$ cat src/rtl/gpio_uart_pkg.sv
// Shared types and constants for the GPIO-fed UART transmitter.
package gpio_uart_pkg;

  typedef enum logic [2:0] {
    IDLE,
    START,
    DATA,
    PARITY,
    STOP
  } tx_state_t;

  localparam int DATA_BITS      = 8;
  localparam int FRAME_BITS_8N1 = 10;
  localparam int FRAME_BITS_8E1 = 11;

endpackage

$ cat src/rtl/byte_fifo.sv
// Byte FIFO with registered count and a registered, first-word-fall-through read port.
module byte_fifo #(
  parameter int DEPTH = 16
) (
  input  logic                     clk,
  input  logic                     rst,
  input  logic                     push,
  input  logic [7:0]               wr_data,
  input  logic                     pop,
  output logic [7:0]               rd_data,
  output logic                     full,
  output logic                     empty,
  output logic [$clog2(DEPTH):0]   count
);

  localparam int AW = $clog2(DEPTH);

  logic [7:0]    mem [DEPTH];
  logic [AW-1:0] wr_ptr_reg;
  logic [AW-1:0] rd_ptr_reg;
  logic [AW-1:0] rd_ptr_next;
  logic [AW:0]   count_reg;
  logic [7:0]    rd_data_reg;
  logic          do_push;
  logic          do_pop;

  assign full    = (count_reg == DEPTH[AW:0]);
  assign empty   = (count_reg == '0);
  assign count   = count_reg;
  assign rd_data = rd_data_reg;

  assign do_push     = push && !full;
  assign do_pop      = pop && !empty;
  assign rd_ptr_next = do_pop ? rd_ptr_reg + 1'b1 : rd_ptr_reg;

  always_ff @(posedge clk) begin
    if (do_push) begin
      mem[wr_ptr_reg] <= wr_data;
    end
  end

  always_ff @(posedge clk) begin
    if (rst) begin
      wr_ptr_reg  <= '0;
      rd_ptr_reg  <= '0;
      count_reg   <= '0;
      rd_data_reg <= '0;
    end else begin
      if (do_push) begin
        wr_ptr_reg <= wr_ptr_reg + 1'b1;
      end
      rd_ptr_reg <= rd_ptr_next;
      case ({do_push, do_pop})
        2'b10:   count_reg <= count_reg + 1'b1;
        2'b01:   count_reg <= count_reg - 1'b1;
        default: count_reg <= count_reg;
      endcase
      // Head word is prefetched; bypass the write when it lands on the next head slot.
      if (do_push && (wr_ptr_reg == rd_ptr_next)) begin
        rd_data_reg <= wr_data;
      end else begin
        rd_data_reg <= mem[rd_ptr_next];
      end
    end
  end

endmodule

$ cat src/rtl/gpio_uart_tx.sv
// Buffers GPIO byte writes and sends them as UART frames (8N1, or 8E1 when
// GPIO_UART_PARITY_EN is defined).
module gpio_uart_tx
  import gpio_uart_pkg::*;
#(
  parameter int CLK_DIV    = 434,
  parameter int FIFO_DEPTH = 16
) (
  input  logic                          clk,
  input  logic                          rst,
  input  logic [7:0]                    gpio_data,
  input  logic                          gpio_en,
  output logic                          tx,
  output logic                          busy,
  output logic                          fifo_full,
  output logic [$clog2(FIFO_DEPTH):0]   fifo_count,
  output logic                          overflow
);

  localparam int BW = $clog2(CLK_DIV);
  localparam logic [BW-1:0] BAUD_LAST = BW'(CLK_DIV - 1);

  tx_state_t     state_reg;
  logic [BW-1:0] baud_cnt_reg;
  logic [2:0]    bit_idx_reg;
  logic [7:0]    shift_reg;
  logic          tx_reg;
  logic          overflow_reg;
`ifdef GPIO_UART_PARITY_EN
  logic          parity_reg;
`endif

  logic       fifo_empty;
  logic [7:0] fifo_rd_data;
  logic       baud_done;
  logic       push;
  logic       pop;

  assign baud_done = (baud_cnt_reg == '0);
  assign push      = gpio_en && !fifo_full;
  assign pop       = !fifo_empty && ((state_reg == IDLE) || ((state_reg == STOP) && baud_done));

  byte_fifo #(.DEPTH(FIFO_DEPTH)) u_fifo (
    .clk     (clk),
    .rst     (rst),
    .push    (push),
    .wr_data (gpio_data),
    .pop     (pop),
    .rd_data (fifo_rd_data),
    .full    (fifo_full),
    .empty   (fifo_empty),
    .count   (fifo_count)
  );

  assign tx       = tx_reg;
  assign overflow = overflow_reg;
  assign busy     = (state_reg != IDLE) || !fifo_empty;

  always_ff @(posedge clk) begin
    if (rst) begin
      state_reg    <= IDLE;
      baud_cnt_reg <= '0;
      bit_idx_reg  <= '0;
      shift_reg    <= '0;
      tx_reg       <= 1'b1;
      overflow_reg <= 1'b0;
`ifdef GPIO_UART_PARITY_EN
      parity_reg   <= 1'b0;
`endif
    end else begin
      if (gpio_en && fifo_full) begin
        overflow_reg <= 1'b1;
      end
      case (state_reg)
        IDLE: begin
          tx_reg <= 1'b1;
          if (pop) begin
            shift_reg    <= fifo_rd_data;
`ifdef GPIO_UART_PARITY_EN
            parity_reg   <= ^fifo_rd_data;
`endif
            baud_cnt_reg <= BAUD_LAST;
            tx_reg       <= 1'b0;
            state_reg    <= START;
          end
        end
        START: begin
          if (baud_done) begin
            baud_cnt_reg <= BAUD_LAST;
            bit_idx_reg  <= '0;
            tx_reg       <= shift_reg[0];
            state_reg    <= DATA;
          end else begin
            baud_cnt_reg <= baud_cnt_reg - 1'b1;
          end
        end
        DATA: begin
          if (baud_done) begin
            baud_cnt_reg <= BAUD_LAST;
            if (bit_idx_reg == 3'(DATA_BITS - 1)) begin
`ifdef GPIO_UART_PARITY_EN
              tx_reg    <= parity_reg;
              state_reg <= PARITY;
`else
              tx_reg    <= 1'b1;
              state_reg <= STOP;
`endif
            end else begin
              bit_idx_reg <= bit_idx_reg + 1'b1;
              shift_reg   <= shift_reg >> 1;
              tx_reg      <= shift_reg[1];
            end
          end else begin
            baud_cnt_reg <= baud_cnt_reg - 1'b1;
          end
        end
`ifdef GPIO_UART_PARITY_EN
        PARITY: begin
          if (baud_done) begin
            baud_cnt_reg <= BAUD_LAST;
            tx_reg       <= 1'b1;
            state_reg    <= STOP;
          end else begin
            baud_cnt_reg <= baud_cnt_reg - 1'b1;
          end
        end
`endif
        STOP: begin
          if (baud_done) begin
            // Chain straight into the next start bit so queued bytes go out with no idle gap.
            if (pop) begin
              shift_reg    <= fifo_rd_data;
`ifdef GPIO_UART_PARITY_EN
              parity_reg   <= ^fifo_rd_data;
`endif
              baud_cnt_reg <= BAUD_LAST;
              tx_reg       <= 1'b0;
              state_reg    <= START;
            end else begin
              state_reg <= IDLE;
            end
          end else begin
            baud_cnt_reg <= baud_cnt_reg - 1'b1;
          end
        end
        default: begin
          tx_reg    <= 1'b1;
          state_reg <= IDLE;
        end
      endcase
    end
  end

endmodule

$ cat config.mk
export PLATFORM = sky130hd
export DESIGN_NAME = gpio_uart_tx
export DESIGN_NICKNAME = d
export VERILOG_FILES = /design/src/rtl/gpio_uart_pkg.sv /design/src/rtl/byte_fifo.sv /design/src/rtl/gpio_uart_tx.sv
export SDC_FILE = /design/constraint.sdc
export NUM_CORES = 1
export LEC_CHECK = 0
export ABC_AREA = 1
export BUFFER_PORTS_ARGS = -buffer_cell sky130_fd_sc_hd__buf_2
export CAP_MARGIN = 20
export CORE_ASPECT_RATIO = 2
export CORE_UTILIZATION = 50
export DETAILED_ROUTE_END_ITERATION = 8
export HOLD_SLACK_MARGIN = 0.12
export PLACE_DENSITY = 0.67
export SLEW_MARGIN = 20
export SYNTH_ARGS = -nofsm -noshare
export SYNTH_HDL_FRONTEND = slang
export SYNTH_SLANG_ARGS = --single-unit
$ cat constraint.sdc
create_clock -name clk -period 3.8 [get_ports clk]
set_input_delay 0.57 -clock clk [delete_from_list [all_inputs] [get_ports clk]]
set_output_delay 0.57 -clock clk [all_outputs]
set_load 0.005 [all_outputs]
# Word-level counts from Yosys, hierarchy flattened
# Memory sizes are Yosys's and may differ from the RTL's. A register that Yosys moved wholly into a read port is not among the register bits.
# Index checks and enable logic that the tools add are counted.
# totals
input_bits,11
ramBits,128
reg_bits,38
elab_cells,84
memories,1
out_inout_bits,9
# mem_list
memory,depth,width,read_ports,rd_ports_with_merged_regs,wr,line_no,text
u_fifo.mem,16,8,1,1,1,byte_fifo.sv:18,logic [7:0] mem [DEPTH];
# classes
eq_ne,14
mux,31
addsub,6
reduce_logical,23
# ops
op,n
$mux 8,4
$mux 9,3
$pmux 9 s3,1
$mux 3,8
$pmux 8 s3,1
$pmux 3 s4,1
$reduce_and 4->1,3
$ne 2x2->1 const B,5
$pmux 5 s2,1
$logic_not 9->1,1
$mux 1,9
$reduce_bool 3->1,3
$sub 9x1->9 const B,1
$add 4x1->4 const B,2
$eq 3x3->1 const B,2
$logic_and 1x1->1,6
$pmux 3 s2,1
$add 5x1->5 const B,1
$eq 5x5->1 const B,1
$logic_not 5->1,1
$reduce_and 5->1,1
$sub 5x1->5 const B,1
$mux 4,1
$ne 2x1->1 const B,2
11 further kinds,14

# Depth between registers and ports, before layout
# Gate-level depths: netlist of run 1.
# logic_depth
ltp_word,7
mapped_depth,18
ltp_nobuf,18

# Modules after synthesis
# From an unflattened synthesis of run 1, not the netlist that was laid out.
# hier_totals
cells_unflattened,928
area_unflattened_um2,8649.5
# by_module_without_submodules
mod,cells_per_inst,area_per_inst_um2,n_inst,seq_area_each_um2
byte_fifo,685,7045.5,1,4264.1
gpio_uart_tx,243,1604.0,1,500.5

# Worst setup path after synthesis of run 1
# No wires, ideal clock.
# synth_path
kind,register to register
start,reg baud_cnt_reg[0]
end,reg u_fifo.count_reg[4] (netlist: u_fifo.count[4])
setup_slack_ns,1.308
stages_incl_launch_ff,19
arrival_ns,2.371
required_ns,3.679
period_less_slack_ns,2.492
n_path_buf,0
setup_time_ns,0.121
path_cell_list,dfxtp_1 inv_1 ha_1 nand2_2 nor2_4 nand4_2 nand2_4 ha_1 xor2_1 ha_1 a21o_1 nand2_1 nand2_1 a21oi_1 inv_1 o21ai_0 a21oi_1 o21ai_0 a21oi_1
# synth_between
elab_chain_cells,7
elab_cells_between_ends,9
classes_between,eq/ne (2); mux (1); reduce/logical (6)
# synth_rtl
element,line_no,text
start: declaration,gpio_uart_tx.sv:24,logic [BW-1:0] baud_cnt_reg;
start signal: assignment,gpio_uart_tx.sv:94,baud_cnt_reg <= baud_cnt_reg - 1'b1;
start signal: assignment,gpio_uart_tx.sv:114,baud_cnt_reg <= baud_cnt_reg - 1'b1;
start signal: assignment,gpio_uart_tx.sv:143,baud_cnt_reg <= baud_cnt_reg - 1'b1;
$logic_not 9->1 (*),gpio_uart_tx.sv:39,assign baud_done = (baud_cnt_reg == '0);
$logic_and 1x1->1 (*),gpio_uart_tx.sv:41,assign pop = !fifo_empty && ((state_reg == IDLE) || ((state_reg == STOP) && baud_done));
$logic_or 1x1->1 (*),gpio_uart_tx.sv:41,
$logic_and 1x1->1 (*),gpio_uart_tx.sv:41,
$logic_and 1x1->1 (*),byte_fifo.sv:33,assign do_pop = pop && !empty;
$eq 2x1->1 / $eq 2x2->1 (equally long branches),byte_fifo.sv:53,"case ({do_push, do_pop})"
$pmux 5 s2 / $reduce_bool 2->1 (equally long branches),-,
end signal: assignment,byte_fifo.sv:54,2'b10: count_reg <= count_reg + 1'b1;
end signal: assignment,byte_fifo.sv:55,2'b01: count_reg <= count_reg - 1'b1;
end signal: assignment,byte_fifo.sv:56,default: count_reg <= count_reg;
end: declaration,byte_fifo.sv:22,logic [AW:0] count_reg;
# Mark *: on every way between the ends. The rest lies on a longest branch, timed or not.
# A chain may end at the register's enable or synchronous reset.

# Worst setup path in the final report of run 1
# Same ends and word-level chain as after synthesis.

==> results of run 1 <==
## per-layer routing
| layer | vias to the layer above | global-route usage (%) |
|---|---|---|
| met3 | 47 | 3.500 |
| met5 | - | 0 |
| met2 | 154 | 44.15 |
| met4 | 0 | 15.25 |
| li1 | 2848 | - |
| met1 | 2766 | 25.44 |
## metrics by stage
stage | cell area, um^2 | setup WS, ns | total power, mW | utilization, %
floorplan | 8134 | 1.308 | 5.380 | -
global placement | 8320 | 1.115 | 6.330 | 52.47
detailed placement | 8320 | 1.041 | 6.361 | 52.47
CTS | 8885 | 1.008 | 8.022 | 56.02
global route | 8885 | 0.7030 | 8.512 | 56.02
finish | 8885 | 1.001 | 7.976 | 56.02
## area by class of cell
type | count | area (um^2)
clock inverters | 5 | 27.53
repair buffers | 25 | 140.1
inverters | 122 | 457.9
fillers | 1428 | 6974
clock buffers | 27 | 536.8
flip-flops and latches | 174 | 4765
multi-input cells | 515 | 2706
well taps | 201 | 251.5
## layout by cell type, fill, tap and decap left out, types with 8 or more instances in the layout
cell type / instances
nand3b_1: 56
ha_1: 12
edfxtp_1: 128
buf_2: 19
nor2_1: 56
o21ai_0: 24
inv_1: 121
a21oi_1: 24
nand3_1: 140
nand2_2: 8
clkbuf_16: 19
a31oi_1: 8
nand2_1: 146
dfxtp_1: 46
## power groups by stage
stage	Clock [mW]	Sequential [mW]	Combinational, mW
global placement	0	2.40	3.93
global route	1.77	2.38	4.36
detailed placement	0	2.41	3.95
CTS	1.69	2.37	3.97
floorplan	0	2.37	3.01
finish	1.67	2.37	3.94
## worst max-delay path, cell delays in order, from the launching register on
cell	delay, ns
dfxtp_1	0.30
inv_1	0.09
ha_1	0.26
nand2_2	0.10
nor2_4	0.16
nand4_2	0.14
nand2_4	0.16
ha_1	0.23
xor2_1	0.11
ha_1	0.19
a21o_1	0.18
nand2_1	0.07
nand2_1	0.05
a21oi_1	0.12
inv_1	0.06
o21ai_0	0.14
a21oi_1	0.07
o21ai_0	0.18
a21oi_1	0.05
## final timing paths
kind / from / endpoint / slack, ns / cells past startpoint
setup reg to reg: baud_cnt_reg[0] / u_fifo.count[4] / 1.00 / 18
setup / recovery: baud_cnt_reg[0] / u_fifo.count[4] / 1.00 / 18
hold reg to reg: bit_idx_reg[0] / bit_idx_reg[0] / 0.47 / 1
hold / removal: gpio_en / overflow / 0.40 / 3
## cells by family (layout without fill, tap and decap cells)
logic type	after synthesis	count (layout)
buffers and inverters	160	179
and+or+nand+nor	433	433
adders and majority gates	12	12
DFF	174	174
AOI/OAI and AO/OA	62	62
xor gates and xnor gates	8	8
==> results.tsv, run 1 <==
stage	metric	value	unit
clocking	worst-skew pair later-pin latency	0.43	ns
yosys	cell area after synthesis	8134	um^2
yosys	top cells by count, synth	147 x nand2_1, 140 x nand3_1, 128 x edfxtp_1, 121 x inv_1	
detailed_routing	Avg WL per Cell	17.87	um
timing	max frequency	357.3	MHz
detailed_routing	vias per inst	5.440	
yosys	post-synthesis mux area share	0	%
timing	skew final	0.01103	ns
yosys	syn_nets	872	
clocking	Root Driver	clkbuf_16	
pwr	Flop pwr share	29.7	%
detailed_routing	via count	5815	
placement	HPWL Detailed	12520	um
status	status	finished clean	
floorplan	die area	16810	um^2
yosys	fraction of registers with async set/reset	0	%
floorplan	Ports	20	
layout	area grow syn2layout	9.229	%
yosys	adder-cell share of the synthesized area	1.846	%
global_routing	vias in the first global route	5708	
timing	Rel. slew slack	41.90	%
pwr	sw frac	44.85	%
timing	accumulated negative setup slack	0	ns
yosys	Mapped Cells	849	
yosys	post-synthesis compound-gate area fraction	4.153	%
worst_setup_path	Critical Path Fanout Max	10	
timing	Min Hold Slack	0.3998	ns
detailed_routing	WL met1	6987	um
yosys	largest family of logic cells by synthesized area	simple AND/OR/NAND/NOR gates	
placement	GP Congestion	0.9267	
placement	Placed Cells	1037	
timing	Slew @ Worst Pin	0.8683	ns
worst_setup_path	critical path data required time	4.12	ns
worst_setup_path	Worst Setup End Kind	flip-flop	
yosys	post-synth top area cell	edfxtp_1	
floorplan	CORE AREA	15860	um^2
layout	share of layout cells above drive strength 1	9.332	%
worst_setup_path	WS Path Type	reg -> reg	
timing	Slew Viols, Final	0	
yosys	ys flop type	edfxtp_1	
yosys	post-synthesis simple-gate area fraction	26.38	%
detailed_routing	Top Layer Used	met4	
detailed_routing	Post-DRT Antenna Nets	0	
pwr	Sw Pwr	3.577	mW
yosys	#FFs+latches synth	174	
clocking	TritonCTS Buffers	17	
worst_setup_path	CP startpoint kind	flip-flop	
detailed_routing	routed wl met2	10520	um
timing	Final Hold Viols	0	
yosys	most common cell in the netlist	nand2_1	
layout	antenna fix cells	0	
yosys	xor/xnor share of the synthesized area	0.8614	%
global_routing	Total GRT Usage	24.15	%
detailed_routing	met3 routed wirelength	616	um
timing	post-route clock period utilization	73.65	%
timing	min cycle time layout	2.799	ns
clocking	clock tree buffer depth	2	
yosys	top cell type's share of synthesized area	47.25	%
yosys	Post-synth EDFFs	128	
detailed_routing	DRT iter0 DRCs	406	
yosys	Yosys cell types	34	
global_routing	first-pass GRT wire length	30020	um
clocking	CTS Hold Bufs	0	
floorplan	chip height	182.4	um
floorplan	Die Wd	92.19	um
worst_setup_path	CP arrival	3.11	ns
global_routing	initial antenna violation count	0	
timing	final setup vio count	0	
clocking	Post-CTS Setup Bufs	0	
clocking	PostCTS Resize Cnt	0	
min_path	Hold WC Path Type	in -> reg	
detailed_routing	1st-pass router iterations	6	
pwr	Power Internal	4.399	mW
clocking	Clock transition at path regs	0.07	ns
floorplan	num rows	65	
pwr	Logic pwr share	49.4	%
yosys	sequential share of the synthesized area	58.58	%
floorplan	Initial Util	51.29	%
flow_run	max_cap viols	0	
layout	nets	878	
global_routing	Overflow after GRT	0	
detailed_routing	Routed WL	19100	um
clocking	Sink Count	174	
timing	unrepaired setup endpoints after global routing	no	
pwr	PwrDens	897.8	nW/um^2
placement	IO Port Bufs	19	
global_routing	largest net degree at the start of global routing	66	
pwr	worst vdd ir	555.8	uV
yosys	synth top area cells	edfxtp_1 47%, dfxtp_1 11%, nand3_1 8.6%, nand2_1 6.8%, inv_1 5.6%	
yosys	synthesized area per cell	9.581	um^2
layout	Largest register FFs	128	
detailed_routing	DRC Markers	0	
yosys	synth warn	0	
clocking	CTS tree	done	
pwr	clock power share	20.9	%
clocking	H-tree levels	4	
pwr	static leakage	3.687	nW
layout	fin cells	1069	
No activity file was read; power rests on OpenSTA's default activity.
==> inputs of run 2 (changes only) <==
PLACE_DENSITY = 0.7   (was 0.67)
clock period = 2.52 ns   (was 3.8 ns; I/O delays follow)
==> run 2 against run 1 <==
Global-route usage increased by 0.63 points. Register-to-register slack lost 0.88 ns. Non-clock buffer count is 28 higher. Cell count up 2.6%. First-iteration DRC count shrank 6.4%. Die area unchanged. Worst setup slack got worse by 0.88 ns. Clock skew up 0.0015 ns. Fmax is 17% higher. Utilization rose by 2.4 points. Sequential share of layout area decreased by 2.2 points. Critical path type unchanged. Critical endpoint is now u_fifo.rd_data[4].
==> results.tsv, run 2 (synthesized netlist as in run 1, its figures left out) <==
stage	metric	value	unit
clocking	CTS tree	done	
placement	Placed Cells	1063	
placement	GP Congestion	0.8803	
timing	skew final	0.01256	ns
detailed_routing	Routed WL	20000	um
detailed_routing	DRT iter0 DRCs	380	
clocking	Clock transition at path regs	0.07	ns
worst_setup_path	reg2reg end	u_fifo.rd_data[4]	
pwr	Sw Pwr	5.793	mW
status	status	finished clean	
timing	Final Hold Viols	0	
global_routing	Overflow after GRT	0	
clocking	TritonCTS Buffers	17	
worst_setup_path	Critical Path Fanout Max	18	
global_routing	Total GRT Usage	24.79	%
timing	Min Hold Slack	0.2256	ns
timing	Slew @ Worst Pin	0.8595	ns
detailed_routing	1st-pass router iterations	5	
global_routing	GR Layer Usage met1	25.34	%
layout	fin cells	1097	
pwr	worst vdd ir	741.3	uV
min_path	HP Start	gpio_en	
floorplan	Ports	20	
placement	pre-CTS WS	0.01903	ns
worst_setup_path	CP startpoint kind	flip-flop	
global_routing	vias in the first global route	5904	
clocking	CTS Hold Bufs	0	
global_routing	GR peak layer	met2	
timing	final setup vio count	0	
global_routing	global routing usage on met2	45.82	%
worst_setup_path	worst path bufs/invs	3	
floorplan	Die Wd	92.19	um
worst_setup_path	critical path data required time	2.84	ns
flow_run	max_cap viols	0	
worst_setup_path	Worst path slowest cell	dfxtp_1	
layout	nets	906	
floorplan	CORE AREA	15860	um^2
pwr	Logic pwr share	52.8	%
layout	antenna fix cells	0	
layout	share of layout cells above drive strength 1	14.06	%
pwr	sw frac	44.64	%
floorplan	num rows	65	
layout	area grow syn2layout	13.89	%
layout	Util after Layout	58.41	%
worst_setup_path	Crit path largest cell delay	0.35	ns
detailed_routing	DRC Markers	0	
global_routing	largest net degree at the start of global routing	63	
detailed_routing	vias per inst	5.464	
min_path	Hold EP	overflow	
clocking	H-tree levels	4	
worst_setup_path	Worst Setup End Kind	flip-flop	
timing	min cycle time layout	2.395	ns
clocking	Sink Count	174	
layout	Largest register FFs	128	
layout	most common cell after layout, fill and taps aside	nand2_1	
pwr	Design Power	12.98	mW
timing	unrepaired setup endpoints after global routing	yes	
worst_setup_path	reg2reg setup slack	0.13	ns
placement	IO Port Bufs	19	
worst_setup_path	WS Path Type	reg -> reg	
min_path	Hold WC Path Type	in -> reg	
global_routing	first-pass GRT wire length	30910	um
floorplan	chip height	182.4	um
detailed_routing	Post-DRT Antenna Nets	0	
layout	commonest cells after routing, fill and taps aside	145 x nand2_1, 140 x nand3_1, 128 x edfxtp_1	
floorplan	die area	16810	um^2
clocking	clock tree buffer depth	2	
timing	Slew Viols, Final	0	
timing	max frequency	417.6	MHz
pwr	static leakage	3.866	nW
floorplan	Initial Util	51.29	%
worst_setup_path	RR Startpoint	baud_cnt_reg[2]	
timing	accumulated negative setup slack	0	ns
timing	crit path setup slack, layout	0.1254	ns
layout	Final Cell Area	9264	um^2
pwr	clock power share	19.8	%
placement	Area after DPL	8578	um^2
worst_setup_path	CP top delay family	simple AND/OR/NAND/NOR gates	
placement	HPWL Detailed	13080	um
global_routing	met3 GRT Util	4.375	%
detailed_routing	Avg WL per Cell	18.23	um
pwr	Power Internal	7.184	mW
global_routing	initial antenna violation count	0	
clocking	Root Driver	clkbuf_16	
worst_setup_path	Crit. path cell count	18	
pwr	Flop pwr share	27.3	%
detailed_routing	via count	5994	
worst_setup_path	critical-path cell list	nor2_2 > nand2_2 > nor2_4 > buf_4 > nand3_2 > nand2_2 > nand2_4 > nand2_2 > nand2_4 > buf_4 > nand2_1 > nand2_1 > nor2_4 > nand3_4 > nor2_1 > nor2_1 > nand2_1 > inv_1	
worst_setup_path	R2R depth	18	
min_path	hold path cells	3	
clocking	worst-skew pair later-pin latency	0.43	ns
pwr	PwrDens	1401	nW/um^2
timing	post-route clock period utilization	95.02	%
timing	Rel. slew slack	42.49	%
worst_setup_path	CP arrival	2.72	ns
==> run 2: cell count changes in the layout (fill, tap and decap cells not counted), moves of 3 or more <==
cell | before | now
clkbuf_1 | 4 | 0
ha_1 | 12 | 9
buf_4 | 6 | 28
buf_12 | 0 | 5
nor2_2 | 5 | 8
nor2_1 | 56 | 52
inv_6 | 0 | 4
clkinv_4 | 0 | 3
==> run 2: cell type report <==
class                   count  area (um^2)
fillers                  1358         6595
flip-flops and latches    174         4766
multi-input cells         515         2774
clock buffers              20        489.2
inverters                 122        457.9
repair buffers             53        430.4
well taps                 201        251.5
clock inverters            12        95.09
==> run 2: worst max path at each step <==
stage / endpoint / startpoint / slack (ns)
after global placement: u_fifo.count[4] / baud_cnt_reg[0] / 0.08
after CTS: u_fifo.count[4] / baud_cnt_reg[0] / 0.005
after floorplan: u_fifo.count[4] / baud_cnt_reg[0] / 0.03
after detailed placement: u_fifo.count[4] / baud_cnt_reg[0] / 0.02
final: u_fifo.rd_data[4] / baud_cnt_reg[2] / 0.13
after global routing: u_fifo.rd_data[4] / baud_cnt_reg[1] / -0.13
==> run 2: worst reg2reg max path, stage by stage, from the launching register on <==
cell     delay (ns)
dfxtp_1        0.35
nor2_2         0.19
nand2_2        0.10
nor2_4         0.13
buf_4          0.13
nand3_2        0.05
nand2_2        0.10
nand2_4        0.08
nand2_2        0.09
nand2_4        0.05
buf_4          0.21
nand2_1        0.08
nand2_1        0.07
nor2_4         0.10
nand3_4        0.19
nor2_1         0.15
nor2_1         0.05
nand2_1        0.10
inv_1          0.06
==> run 2: power groups by stage <==
stage | logic (mW) | registers [mW] | clock network, mW
floorplan | 4.54 | 3.57 | 0
global placement | 6.49 | 3.59 | 0
detailed placement | 6.55 | 3.60 | 0
CTS | 6.61 | 3.54 | 2.61
global route | 7.55 | 3.57 | 2.72
finish | 6.86 | 3.55 | 2.58
==> run 2: repair_timing <==
| action | in CTS | in global routing |
|---|---|---|
| endpoints found under the hold margin | 0 | 0 |
| pin swaps | 0 | 2 |
| setup endpoints to repair | 1 | 9 |
| buffers inserted | 0 | 1 |
| gates cloned | 0 | 1 |
| gates resized for setup | 2 | 17 |
==> run 2: per-layer routing <==
metal | vias up | routed length, um
met5 | - | 0
met4 | 0 | 1143
met3 | 63 | 729
met2 | 174 | 11100
met1 | 2854 | 7023
li1 | 2903 | -
==> inputs of run 3 (changes only) <==
PLACE_DENSITY = 0.67   (was 0.7)
clock period = 3 ns   (was 2.52 ns; I/O delays follow)
==> run 3 against run 2 <==
Sequential power fell by 16%. Combinational power down 23%. Design area fell by 1.6%. Routed wire length fell by 5.3%. Power down 20%. Worst setup slack improved by 0.12 ns. Via count fell by 2.1%. Global-route usage fell by 0.89 points. Critical path type unchanged. Critical endpoint is now u_fifo.count[4].
==> results.tsv, run 3 (synthesized netlist as in run 1, its figures left out) <==
stage	metric	value	unit
floorplan	Die Wd	92.19	um
worst_setup_path	RR Startpoint	baud_cnt_reg[0]	
layout	area grow syn2layout	12.08	%
flow_run	max_cap viols	0	
min_path	hold path cells	3	
floorplan	CORE AREA	15860	um^2
layout	share of layout cells above drive strength 1	12.06	%
worst_setup_path	R2R depth	18	
layout	most common cell after layout, fill and taps aside	nand2_1	
detailed_routing	DRT iter0 DRCs	406	
worst_setup_path	WS Path Type	reg -> reg	
floorplan	die area	16810	um^2
global_routing	met3 GRT Util	3.917	%
detailed_routing	Post-DRT Antenna Nets	0	
timing	Slew @ Worst Pin	0.7502	ns
clocking	worst-skew pair later-pin latency	0.43	ns
detailed_routing	vias per inst	5.394	
status	status	finished clean	
clocking	Clock transition at path regs	0.07	ns
worst_setup_path	reg2reg end	u_fifo.count[4]	
clocking	Sink Count	174	
timing	min cycle time layout	2.756	ns
pwr	worst vdd ir	1103	uV
clocking	TritonCTS Buffers	17	
timing	post-route clock period utilization	91.88	%
placement	Placed Cells	1056	
layout	fill cell count	1421	
layout	commonest cells after routing, fill and taps aside	146 x nand2_1, 140 x nand3_1, 128 x edfxtp_1	
detailed_routing	Routed WL	18940	um
layout	Largest register FFs	128	
detailed_routing	1st-pass router iterations	5	
worst_setup_path	critical path data required time	3.32	ns
floorplan	Initial Util	51.29	%
layout	fin cells	1088	
layout	antenna fix cells	0	
detailed_routing	via count	5869	
worst_setup_path	Worst Setup End Kind	flip-flop	
global_routing	vias in the first global route	5719	
timing	max frequency	362.8	MHz
pwr	Design Power	10.39	mW
pwr	PwrDens	1140	nW/um^2
timing	Slew Viols, Final	0	
worst_setup_path	reg2reg setup slack	0.24	ns
floorplan	num rows	65	
layout	Seq. cell area	4765	um^2
timing	final setup vio count	0	
worst_setup_path	Critical Path Fanout Max	10	
global_routing	first-pass GRT wire length	29760	um
global_routing	Total GRT Usage	23.89	%
pwr	static leakage	3.815	nW
detailed_routing	Avg WL per Cell	17.41	um
global_routing	largest net degree at the start of global routing	67	
detailed_routing	DRC Markers	0	
min_path	Hold EP	overflow	
placement	HPWL Detailed	12190	um
timing	accumulated negative setup slack	0	ns
timing	Rel. slew slack	49.80	%
clocking	Post-CTS Setup Bufs	0	
placement	IO Port Bufs	19	
clocking	CTS tree	done	
min_path	Hold WC Path Type	in -> reg	
clocking	H-tree levels	4	
timing	Final Hold Viols	0	
floorplan	chip height	182.4	um
timing	Min Hold Slack	0.2692	ns
global_routing	GR peak layer	met2	
timing	skew final	0.009737	ns
global_routing	GR Layer Usage met1	25.98	%
placement	GP Congestion	0.8164	
global_routing	initial antenna violation count	0	
global_routing	global routing usage on met2	43.52	%
min_path	HP Start	gpio_en	
global_routing	Overflow after GRT	0	
floorplan	Ports	20	
worst_setup_path	CP startpoint kind	flip-flop	
layout	nets	897	
timing	unrepaired setup endpoints after global routing	no	
clocking	Root Driver	clkbuf_16	
clocking	clock tree buffer depth	2	
worst_setup_path	CP arrival	3.07	ns
layout	Multi-input gate area	2719	um^2
[run 3: cell types whose count changed in the layout (fill, tap and decap cells not counted), moves of 2 or more]
cell and delta:
a21oi_1 +2, a21oi_2 -2, buf_4 -8, clkbuf_16 -2
clkbuf_8 +3, inv_4 +2, inv_6 -2, nor2_1 +4
nor2_2 -3, o21ai_0 +2
[run 3: what timing repair did]
item / 4_1_cts / 5_1_grt
hold buffers: 0 / 0
setup endpoints to repair: 0 / 1
resized for setup: 0 / 3
[run 3: report_power, final]
group          internal [mW]  total, mW  switching, mW  leakage (nW)
sequential              2.84       2.98          0.148          1.54
combinational           1.72       5.26           3.54          1.99
clock                   1.21       2.14          0.936         0.290
total                   5.76       10.4           4.63          3.82
[run 3: metal layers]
metal | part of all wire [%] | wire [um]
met1 | 38 | 7126
met5 | 0 | 0
met2 | 55 | 10400
met3 | 3.1 | 579
met4 | 4.4 | 832
[run 3: worst max-delay path, stage by stage, from the launching register on]
cell and delay (ns):
dfxtp_1 0.30, inv_1 0.11, ha_2 0.24, nand2_2 0.09
nor2_4 0.17, nand4_2 0.15, nand2_4 0.16, ha_2 0.25
xor2_2 0.09, ha_1 0.20, a21o_1 0.17, nand2_1 0.07
nand2_1 0.05, a21oi_1 0.12, inv_1 0.06, o21ai_0 0.14
a21oi_1 0.07, o21ai_0 0.15, a21oi_1 0.06
[run 3: worst max path at each step]
stage | slack (ns) | to | from
6_report | 0.24 | u_fifo.count[4] | baud_cnt_reg[0]
2_1_floorplan | 0.51 | u_fifo.count[4] | baud_cnt_reg[0]
4_1_cts | 0.17 | u_fifo.count[4] | baud_cnt_reg[0]
5_1_grt | 0.002 | u_fifo.count[4] | baud_cnt_reg[0]
3_5_place_dp | 0.20 | u_fifo.count[4] | baud_cnt_reg[0]
3_3_place_gp | 0.30 | u_fifo.count[4] | baud_cnt_reg[0]
[run 3: stage by stage]
stage | area (um^2) | utilization (%) | setup WS, ns
floorplan | 8134 | - | 0.5078
global placement | 8526 | 53.76 | 0.2986
detailed placement | 8526 | 53.76 | 0.1959
CTS | 9104 | 57.40 | 0.1695
global route | 9116 | 57.48 | 0.002406
finish | 9116 | 57.48 | 0.2437
[run 3: area by class of cell]
| class | instances | share of cell area (%) |
|---|---|---|
| repair buffers | 44 | 3.788 |
| well taps | 201 | 2.759 |
| multi-input cells | 515 | 29.82 |
| inverters | 122 | 5.023 |
| clock buffers | 22 | 5.545 |
| flip-flops and latches | 174 | 52.26 |
| clock inverters | 10 | 0.7960 |
